[config.mk]
export PLATFORM = sky130hd
export DESIGN_NAME = cayde_alu_decode
export DESIGN_NICKNAME = d
export VERILOG_FILES = /design/src/rtl/cayde_pkg.sv /design/src/rtl/cayde_alu_decode_comb.sv /design/src/rtl/cayde_alu_decode.sv
export SDC_FILE = /design/constraint.sdc
export NUM_CORES = 1
export LEC_CHECK = 0
export ABC_AREA = 1
export BUFFER_PORTS_ARGS = -buffer_cell sky130_fd_sc_hd__buf_2
export CAP_MARGIN = 10
export CELL_PAD_IN_SITES_DETAIL_PLACEMENT = 0
export CELL_PAD_IN_SITES_GLOBAL_PLACEMENT = 1
export CORE_ASPECT_RATIO = 0.9
export CORE_MARGIN = 2
export CORE_UTILIZATION = 39
export CTS_BUF_LIST = sky130_fd_sc_hd__clkbuf_4
export CTS_CLUSTER_DIAMETER = 80
export DETAILED_ROUTE_END_ITERATION = 12
export GPL_TIMING_DRIVEN = 1
export PLACE_DENSITY = 0.85
export SLEW_MARGIN = 25
export SYNTH_ARGS = -nofsm -noshare
export SYNTH_HDL_FRONTEND = slang
export SYNTH_SLANG_ARGS = --single-unit
[constraint.sdc]
create_clock -name clk_i -period 3.85 [get_ports clk_i]
set_clock_uncertainty 0.2 [all_clocks]
set_input_delay 0.1925 -clock clk_i [delete_from_list [all_inputs] [get_ports clk_i]]
set_output_delay 0.1925 -clock clk_i [all_outputs]
set_load 0.03 [all_outputs]
[src/rtl/cayde_pkg.sv]
// Shared encodings for the cayde decode stage: ALU op codes, RV32I opcode
// and funct7 constants, and the packed decoded-command record.
package cayde_pkg;

    typedef enum logic [6:0] {
        ALU_ADD = 7'd0,
        ALU_SUB = 7'd1,
        ALU_XOR = 7'd2,
        ALU_AND = 7'd3,
        ALU_OR  = 7'd4,
        ALU_SLL = 7'd6,
        ALU_SRL = 7'd8,
        ALU_SRA = 7'd9
    } alu_op_e;

    localparam logic [6:0] OPC_OP    = 7'b0110011;
    localparam logic [6:0] OPC_OPIMM = 7'b0010011;
    localparam logic [6:0] OPC_LUI   = 7'b0110111;

    localparam logic [6:0] F7_BASE = 7'b0000000;
    localparam logic [6:0] F7_ALT  = 7'b0100000;

    typedef struct packed {
        logic [6:0]  alu_op;
        logic [4:0]  rs1;
        logic [4:0]  rs2;
        logic [4:0]  rd;
        logic [31:0] imm;
        logic        use_imm;
        logic        illegal;
    } decode_t;

endpackage

[src/rtl/cayde_alu_decode_comb.sv]
// Purely combinational RV32I decoder for OP, OP-IMM and LUI; every other
// encoding is reported illegal with all command fields forced to zero.
module cayde_alu_decode_comb
    import cayde_pkg::*;
(
    input  logic [31:0] instr_i,
    output logic [6:0]  alu_op_o,
    output logic [4:0]  rs1_o,
    output logic [4:0]  rs2_o,
    output logic [4:0]  rd_o,
    output logic [31:0] imm_o,
    output logic        use_imm_o,
    output logic        illegal_o
);

    logic [6:0]  opcode;
    logic [2:0]  funct3;
    logic [6:0]  funct7;
    logic [31:0] imm_i_sext;
    logic [31:0] imm_shamt;

    alu_op_e     op;
    logic        legal;
    logic [4:0]  rs1;
    logic [4:0]  rs2;
    logic [31:0] imm;
    logic        use_imm;

    assign opcode     = instr_i[6:0];
    assign funct3     = instr_i[14:12];
    assign funct7     = instr_i[31:25];
    assign imm_i_sext = {{20{instr_i[31]}}, instr_i[31:20]};
    assign imm_shamt  = {27'b0, instr_i[24:20]};

    always_comb begin
        op      = ALU_ADD;
        legal   = 1'b0;
        rs1     = instr_i[19:15];
        rs2     = instr_i[24:20];
        imm     = '0;
        use_imm = 1'b0;

        case (opcode)
            OPC_OP: begin
                if (funct7 == F7_BASE) begin
                    legal = 1'b1;
                    case (funct3)
                        3'b000:  op = ALU_ADD;
                        3'b100:  op = ALU_XOR;
                        3'b111:  op = ALU_AND;
                        3'b110:  op = ALU_OR;
                        3'b001:  op = ALU_SLL;
                        3'b101:  op = ALU_SRL;
                        default: legal = 1'b0;
                    endcase
                end else if (funct7 == F7_ALT) begin
                    legal = 1'b1;
                    case (funct3)
                        3'b000:  op = ALU_SUB;
                        3'b101:  op = ALU_SRA;
                        default: legal = 1'b0;
                    endcase
                end
            end

            OPC_OPIMM: begin
                use_imm = 1'b1;
                rs2     = '0;
                case (funct3)
                    3'b000: begin op = ALU_ADD; imm = imm_i_sext; legal = 1'b1; end
                    3'b100: begin op = ALU_XOR; imm = imm_i_sext; legal = 1'b1; end
                    3'b111: begin op = ALU_AND; imm = imm_i_sext; legal = 1'b1; end
                    3'b110: begin op = ALU_OR;  imm = imm_i_sext; legal = 1'b1; end
                    3'b001: begin
                        op    = ALU_SLL;
                        imm   = imm_shamt;
                        legal = (funct7 == F7_BASE);
                    end
                    3'b101: begin
                        op    = (funct7 == F7_ALT) ? ALU_SRA : ALU_SRL;
                        imm   = imm_shamt;
                        legal = (funct7 == F7_BASE) || (funct7 == F7_ALT);
                    end
                    default: legal = 1'b0;
                endcase
            end

            OPC_LUI: begin
                op      = ALU_ADD;
                rs1     = '0;
                rs2     = '0;
                imm     = {instr_i[31:12], 12'b0};
                use_imm = 1'b1;
                legal   = 1'b1;
            end

            default: legal = 1'b0;
        endcase
    end

    // Illegal words carry rd=0 so nothing downstream can write back.
    assign alu_op_o  = legal ? op      : ALU_ADD;
    assign rs1_o     = legal ? rs1     : '0;
    assign rs2_o     = legal ? rs2     : '0;
    assign rd_o      = legal ? instr_i[11:7] : '0;
    assign imm_o     = legal ? imm     : '0;
    assign use_imm_o = legal ? use_imm : 1'b0;
    assign illegal_o = !legal;

endmodule

[src/rtl/cayde_alu_decode.sv]
// cayde decode stage: one-deep registered output with valid/ready handshake,
// flush, and a saturating count of accepted illegal instructions.
module cayde_alu_decode
    import cayde_pkg::*;
#(
    parameter int unsigned CNT_W = 16
) (
    input  logic             clk_i,
    input  logic             rst_i,
    input  logic             in_valid_i,
    output logic             in_ready_o,
    input  logic [31:0]      instr_i,
    input  logic             flush_i,
    output logic             out_valid_o,
    input  logic             out_ready_i,
    output logic [6:0]       alu_op_o,
    output logic [4:0]       rs1_o,
    output logic [4:0]       rs2_o,
    output logic [4:0]       rd_o,
    output logic [31:0]      imm_o,
    output logic             use_imm_o,
    output logic             illegal_o,
    output logic [CNT_W-1:0] illegal_cnt_o
);

    localparam logic [CNT_W-1:0] CNT_ONE = CNT_W'(1);

    decode_t          dec_w;
    decode_t          dec_q;
    decode_t          dec_d;
    logic             valid_q;
    logic             valid_d;
    logic [CNT_W-1:0] cnt_q;
    logic [CNT_W-1:0] cnt_d;
    logic             accept;

    cayde_alu_decode_comb u_comb (
        .instr_i   (instr_i),
        .alu_op_o  (dec_w.alu_op),
        .rs1_o     (dec_w.rs1),
        .rs2_o     (dec_w.rs2),
        .rd_o      (dec_w.rd),
        .imm_o     (dec_w.imm),
        .use_imm_o (dec_w.use_imm),
        .illegal_o (dec_w.illegal)
    );

    assign in_ready_o = !valid_q || out_ready_i;
    assign accept     = in_valid_i && in_ready_o && !flush_i;

    // Flush wins over both accept and drain; data fields only move on accept.
    always_comb begin
        valid_d = valid_q;
        dec_d   = dec_q;
        cnt_d   = cnt_q;

        if (flush_i) begin
            valid_d = 1'b0;
        end else if (accept) begin
            valid_d = 1'b1;
            dec_d   = dec_w;
        end else if (out_ready_i) begin
            valid_d = 1'b0;
        end

        if (accept && dec_w.illegal && (cnt_q != '1)) begin
            cnt_d = cnt_q + CNT_ONE;
        end
    end

    always_ff @(posedge clk_i or posedge rst_i) begin
        if (rst_i) begin
            valid_q <= 1'b0;
            dec_q   <= '0;
            cnt_q   <= '0;
        end else begin
            valid_q <= valid_d;
            dec_q   <= dec_d;
            cnt_q   <= cnt_d;
        end
    end

    assign out_valid_o   = valid_q;
    assign alu_op_o      = dec_q.alu_op;
    assign rs1_o         = dec_q.rs1;
    assign rs2_o         = dec_q.rs2;
    assign rd_o          = dec_q.rd;
    assign imm_o         = dec_q.imm;
    assign use_imm_o     = dec_q.use_imm;
    assign illegal_o     = dec_q.illegal;
    assign illegal_cnt_o = cnt_q;

endmodule

==> out/results.tsv, run 1 <==
stage	metric	value	unit
outcome	status	complete, no violations	
clocking	cts_sinks	70	
clocking	cts_root_buf	clkbuf_4	
yosys	netlist_area	3630	µm²
yosys	synthFlopType	dfrtp_1	
global_routing	antenna_found_initial	0	
sta	setup_viol	0	
critical_path	worstPathMaxFanout	27	
yosys	synth_top_cell_area_share	0.483	
floorplanning	dieArea	10100	µm²
cells_and_area	nets	604	
critical_path	start_kind	register	
route	ant_nets	0	
critical_path	crit_path_end_kind	register	
floorplanning	rows	33	
placed_design	routabilityCongestion	0.807	
cells_and_area	final_cell_count_no_fill	693	
power_and_ir_drop	switchingPower	0.000468	W
yosys	ys_top_cells_by_count	135 x nand2_1, 70 x dfrtp_1, 31 x inv_1	
global_routing	grt_pass1_vias	3260	
power_and_ir_drop	pwr-share-clk	0.311	
floorplanning	core_region_area	9080	µm²
yosys	syn-instance-count	439	
critical_path	worstSetupStartpoint	out_valid_o	
sta	min_period_over_period	0.593	
yosys	synth_edf_count	0	
yosys	yosys_warnings	0	
critical_path	timing.rr.start	out_valid_o	
clocking	clk_pin_slew_worst_paths	0.12	ns
clocking	clock_latency	0.42	ns
sta	fmax	0.438	GHz
clocking	clock_path_buffers	2	
route	routedWlPerCell	13.9	µm
sta	hold_viol_final	0	
power_and_ir_drop	p_leak	2.45	nW
sta	final.setup.tns	0	ns
power_and_ir_drop	intPower	0.00104	W
yosys	synth-async-reset-ratio	1.00	
route	via_count	3401	
power_and_ir_drop	peakVddDrop	0.158	mV
global_routing	grt_util_all_layers	0.201	
yosys	synth_seq_cells	70	
sta	min_period	2.28	ns
route	drt-pass1-iter-count	4	
sta	tightest_slew	0.985	ns
clocking	cts_tree	built	
power_and_ir_drop	pwr-share-seq	0.523	
critical_path	path_class	reg2reg	
cells_and_area	diodes	0	
sta	relSlewSlack	0.343	
yosys	synth_area_leaders	dfrtp_1 48%, nand2_1 14%, nand4_1 3.4%	
route	routed_wl	9630	µm
sta	timing.hold.ws	0.206	ns
critical_path	arrival	2.45	ns
critical_path	reg2regPathDepth	6	
clocking	h-tree-depth	3	
yosys	yosysTopAreaCell	dfrtp_1	
global_routing	grt_overflow_total	0	
yosys	yosysSeqAreaShare	0.483	
run	drv_cap	0	
global_routing	grt_pass1_wl	16000	µm
placed_design	placedCellCount	649	
floorplanning	chipWidth	106	µm
route	drt_iter0_drc	168	
min_path	hp-start	instr_i[6]	
floorplanning	io_pins	111	
placed_design	dp_hpwl	6740	µm
min_path	hold_path_class	in2reg	
sta	final_max_slew_viol_count	0	
yosys	synth_area_per_cell	8.27	µm²
placed_design	port_buffers	107	
min_path	min_path_cells	4	
power_and_ir_drop	pwr-share-comb	0.166	
sta	rsz0062_at_grt	false	
cells_and_area	area_growth	27.4	%
power_and_ir_drop	p_per_area	325	nW/µm²
critical_path	cp.required	4.01	ns
route	route.detailed.drc	0	
yosys	ys_types	38	
clocking	numCtsBuffers	9	
yosys	yosysMostFrequentCell	nand2_1	
floorplanning	dieHeight	95.5	µm
power_and_ir_drop	netSwitchingFraction	0.311	
global_routing	grt_max_degree	87	
cells_and_area	drive_gt1_frac	0.261	
route	viasPerCell	4.91	
floorplanning	start_util	0.399	
power by group through the flow:
stage	clock [W]	combinational, W	sequential, W
final	0.000467	0.000250	0.000786
after global routing	0.000514	0.000278	0.000792
after CTS	0.000477	0.000252	0.000786
after detailed placement	0	0.000229	0.000800
after global placement	0	0.000223	0.000801
after floorplan	0	0.000109	0.000842
cell families after synthesis:
| logic type | after synthesis | synth area share |
|---|---|---|
| AOI/OAI and AO/OA | 76 | 0.123 |
| and+or+nand+nor | 219 | 0.283 |
| DFF | 70 | 0.483 |
| buffers and inverters | 59 | 0.0759 |
| adders and majority gates | 1 | 0.00345 |
| other | 1 | 0.00103 |
| xor gates and xnor gates | 13 | 0.0314 |
cell type report:
type	count	area, µm²
clock buffers	9	67.6
clock inverters	7	65.1
fillers	917	4460
inverters	34	128
multi-input cells	312	1610
flip-flops and latches	70	1750
well taps	122	153
repair buffers	139	846
routing by layer:
layer	routed length, µm	part of all wire	track usage
met5	0	0	0
met4	156	0.016	0.0647
met3	401	0.042	0.0390
met2	4490	0.47	0.326
met1	4580	0.48	0.273
final timing paths:
path	to	slack, ns
worst max-delay path	illegal_cnt_o[8]	1.57
worst min-delay path	imm_o[9]	0.21
worst max register to register	illegal_cnt_o[8]	1.57
worst min register to register	rd_o[2]	0.29
max in group asynchronous	imm_o[2]	2.41
min in group asynchronous	imm_o[16]	0.27
registers in the layout, summed over array words and instances (netlist names):
signal / flops
imm_o: 32
illegal_cnt_o: 16
alu_op_o: 4
illegal_o: 1
rs1_o: 5
rs2_o: 5
use_imm_o: 1
rd_o: 5
out_valid_o: 1
layout by cell type, fill, tap and decap left out, types with 5 or more instances in the layout:
cell,instances
dlygate4sd3_1,28
inv_1,30
nand4_1,20
nand2_2,5
a32o_1,5
o41ai_1,6
nand3_1,14
nor2_1,28
nand2_1,134
a21oi_1,23
xor2_1,10
dfrtp_1,70
buf_2,107
o21ai_0,25
clkbuf_4,9
o21ai_1,14
worst max-delay path: stages, from the launching register on:
cell      delay, ns
dfrtp_1        0.38
nand2_1        0.10
nand2_2        0.09
clkinv_1       0.71
nand4_4        0.56
nand2_1        0.10
nand2_1        0.07
per-stage QoR:
| stage | instance area [µm²] | setup slack, ns | utilization | power (W) |
|---|---|---|---|---|
| 3_5_place_dp | 4210 | 1.51 | 0.463 | 0.00103 |
| 6_report | 4620 | 1.57 | 0.509 | 0.00150 |
| 3_3_place_gp | 4210 | 1.59 | 0.463 | 0.00102 |
| 2_1_floorplan | 3640 | 1.69 | - | 0.000951 |
| 4_1_cts | 4620 | 1.56 | 0.509 | 0.00152 |
| 5_1_grt | 4620 | 1.39 | 0.509 | 0.00158 |
repair_timing:
item	CTS	global route
hold endpoints to repair	80	0
hold buffers	28	0
resized for setup	0	0
buffers inserted	0	0
(Power assumes the default switching activity.)
==> run 2: changes to the inputs <==
- CORE_UTILIZATION: 39 -> 35
- PLACE_DENSITY: 0.85 -> 0.81
- clock period: 3.85 -> 1.9 ns (I/O delays scaled with it)
==> out/results.tsv, run 2 (synthesis gave the netlist of run 1 again) <==
stage	metric	value	unit
global_routing	grt_overflow_total	0	
power_and_ir_drop	pwr-share-seq	0.507	
clocking	clock_path_buffers	2	
power_and_ir_drop	peakVddDrop	0.376	mV
placed_design	placedCellCount	679	
power_and_ir_drop	p_per_area	635	nW/µm²
clocking	numCtsBuffers	9	
route	viasPerCell	4.83	
route	routed_wl	10200	µm
floorplanning	dieArea	11200	µm²
sta	hold_viol_final	0	
power_and_ir_drop	netSwitchingFraction	0.309	
critical_path	timing.rr.start	illegal_cnt_o[7]	
global_routing	antenna_found_initial	0	
clocking	clk_pin_slew_worst_paths	0.13	ns
global_routing	grt_pass1_vias	3442	
global_routing	grt_max_degree	43	
critical_path	start_kind	primary input	
critical_path	cp_slowest_stage_delay	0.54	ns
outcome	status	complete, no violations	
sta	fmax	0.553	GHz
clocking	h-tree-depth	3	
sta	min_period	1.81	ns
power_and_ir_drop	pwr-share-comb	0.192	
floorplanning	io_pins	111	
cells_and_area	area_growth	35.4	%
critical_path	crit_path_end_kind	register	
sta	final_max_slew_viol_count	0	
sta	tightest_slew	0.520	ns
sta	final.setup.tns	0	ns
floorplanning	core_region_area	10200	µm²
clocking	cts_root_buf	clkbuf_4	
route	drt-pass1-iter-count	5	
route	ant_nets	0	
floorplanning	dieHeight	101	µm
critical_path	slowest_stage	dlygate4sd3_1	
route	via_count	3503	
global_routing	grt_util_all_layers	0.187	
global_routing	grt_pass1_wl	16700	µm
run	drv_cap	0	
critical_path	worstPathMaxFanout	23	
cells_and_area	fillers	1013	
power_and_ir_drop	switchingPower	0.000964	W
cells_and_area	multi_input_area	1660	µm²
clocking	cts_sinks	70	
min_path	hold_path_class	in2async	
cells_and_area	final_cell_count_no_fill	726	
critical_path	cp.required	2.06	ns
critical_path	path_class	in2reg	
sta	min_period_over_period	0.952	
cells_and_area	ff_latch_area	1750	µm²
critical_path	worstSetupStartpoint	instr_i[25]	
route	drt_iter0_drc	226	
power_and_ir_drop	pwr-share-clk	0.300	
route	route.detailed.drc	0	
floorplanning	start_util	0.357	
route	routedWlPerCell	14.0	µm
cells_and_area	mostFrequentLayoutCell	nand2_1	
placed_design	routabilityCongestion	0.873	
floorplanning	chipWidth	111	µm
cells_and_area	final_cell_mix	132 x nand2_1, 107 x buf_2, 68 x dfrtp_1	
cells_and_area	drive_gt1_frac	0.303	
cells_and_area	diodes	0	
sta	setup_viol	0	
power_and_ir_drop	p_leak	2.59	nW
clocking	clock_latency	0.42	ns
placed_design	port_buffers	107	
placed_design	dp_hpwl	7440	µm
power_and_ir_drop	intPower	0.00215	W
cells_and_area	nets	630	
cells_and_area	fin_util	0.484	
critical_path	path_cells	dlygate4sd3_1 > buf_2 > nor2_1 > nand2_1 > nor2_1 > a21oi_2 > nand2_2 > nand2_2 > nor2_4 > buf_12 > nand4_1 > nand2_1	
sta	relSlewSlack	0.653	
clocking	cts_tree	built	
floorplanning	rows	35	
cells_and_area	largest_reg_flops	32	
critical_path	arrival	1.97	ns
==> run 2: changes by cell type in the layout (fill, tap and decap cells not counted), moves of 2 or more <==
cell	before	now
dfrtp_2	0	2
buf_12	0	3
buf_4	4	26
clkinvlp_4	1	4
clkinv_2	3	1
nand2_1	134	132
dfrtp_1	70	68
==> run 2: path summary, 6_finish.rpt <==
kind                       slack (ns)  cells past startpoint           endpoint
setup / recovery                 0.09                     12   illegal_cnt_o[2]
hold / removal                   0.04                      3  illegal_cnt_o[12]
setup reg to reg                 0.10                      8   illegal_cnt_o[2]
hold reg to reg                  0.29                      2          imm_o[12]
max in group asynchronous        0.89                      4          imm_o[15]
min in group clk_i               0.06                      4          imm_o[10]
==> run 2: critical path: cells and delay by family <==
family | cells | cell delay, ns
compound gates | 1 | 0.11
buf+inv | 3 | 0.87
simple gates | 8 | 0.89
==> run 2: what timing repair did <==
item / 4_1_cts / 5_1_grt
hold endpoints to repair: 120 / 0
setup endpoints to repair: 0 / 23
resized for setup: 0 / 4
setup buffers: 0 / 2
hold buffers: 28 / 0
==> run 2: layout make-up <==
| class | count | share of cell area |
|---|---|---|
| Sequential cell | 70 | 0.357 |
| Clock inverter | 7 | 0.0132 |
| Multi-Input combinational cell | 313 | 0.338 |
| Inverter | 34 | 0.0267 |
| Tap cell | 129 | 0.0328 |
| Clock buffer | 9 | 0.0138 |
| Timing Repair Buffer | 164 | 0.218 |
==> run 2: metal layers <==
metal | vias to the layer above | global-route usage | part of all wire
met3 | 19 | 0.0397 | 0.063
met4 | 0 | 0.0788 | 0.023
met5 | - | 0 | 0
li1 | 1752 | - | -
met1 | 1610 | 0.272 | 0.50
met2 | 122 | 0.269 | 0.42
==> run 2: stage by stage <==
step / power (W) / instance area, µm² / setup WS, ns / hold slack (ns)
global route: 0.00329 / 4910 / -0.0209 / 0.0447
detailed placement: 0.00216 / 4450 / 0.100 / -0.0249
finish: 0.00312 / 4910 / 0.0918 / 0.0362
CTS: 0.00314 / 4870 / 0.0605 / 0.0104
global placement: 0.00215 / 4450 / 0.134 / -0.0237
floorplan: 0.00195 / 3670 / 0.000336 / -0.0419
==> run 2: power by group through the flow <==
stage | sequential, W | combinational, W | clock [W]
3_5_place_dp | 0.00161 | 0.000550 | 0
6_report | 0.00158 | 0.000599 | 0.000937
2_1_floorplan | 0.00172 | 0.000232 | 0
4_1_cts | 0.00158 | 0.000596 | 0.000963
3_3_place_gp | 0.00161 | 0.000539 | 0
5_1_grt | 0.00159 | 0.000660 | 0.00103
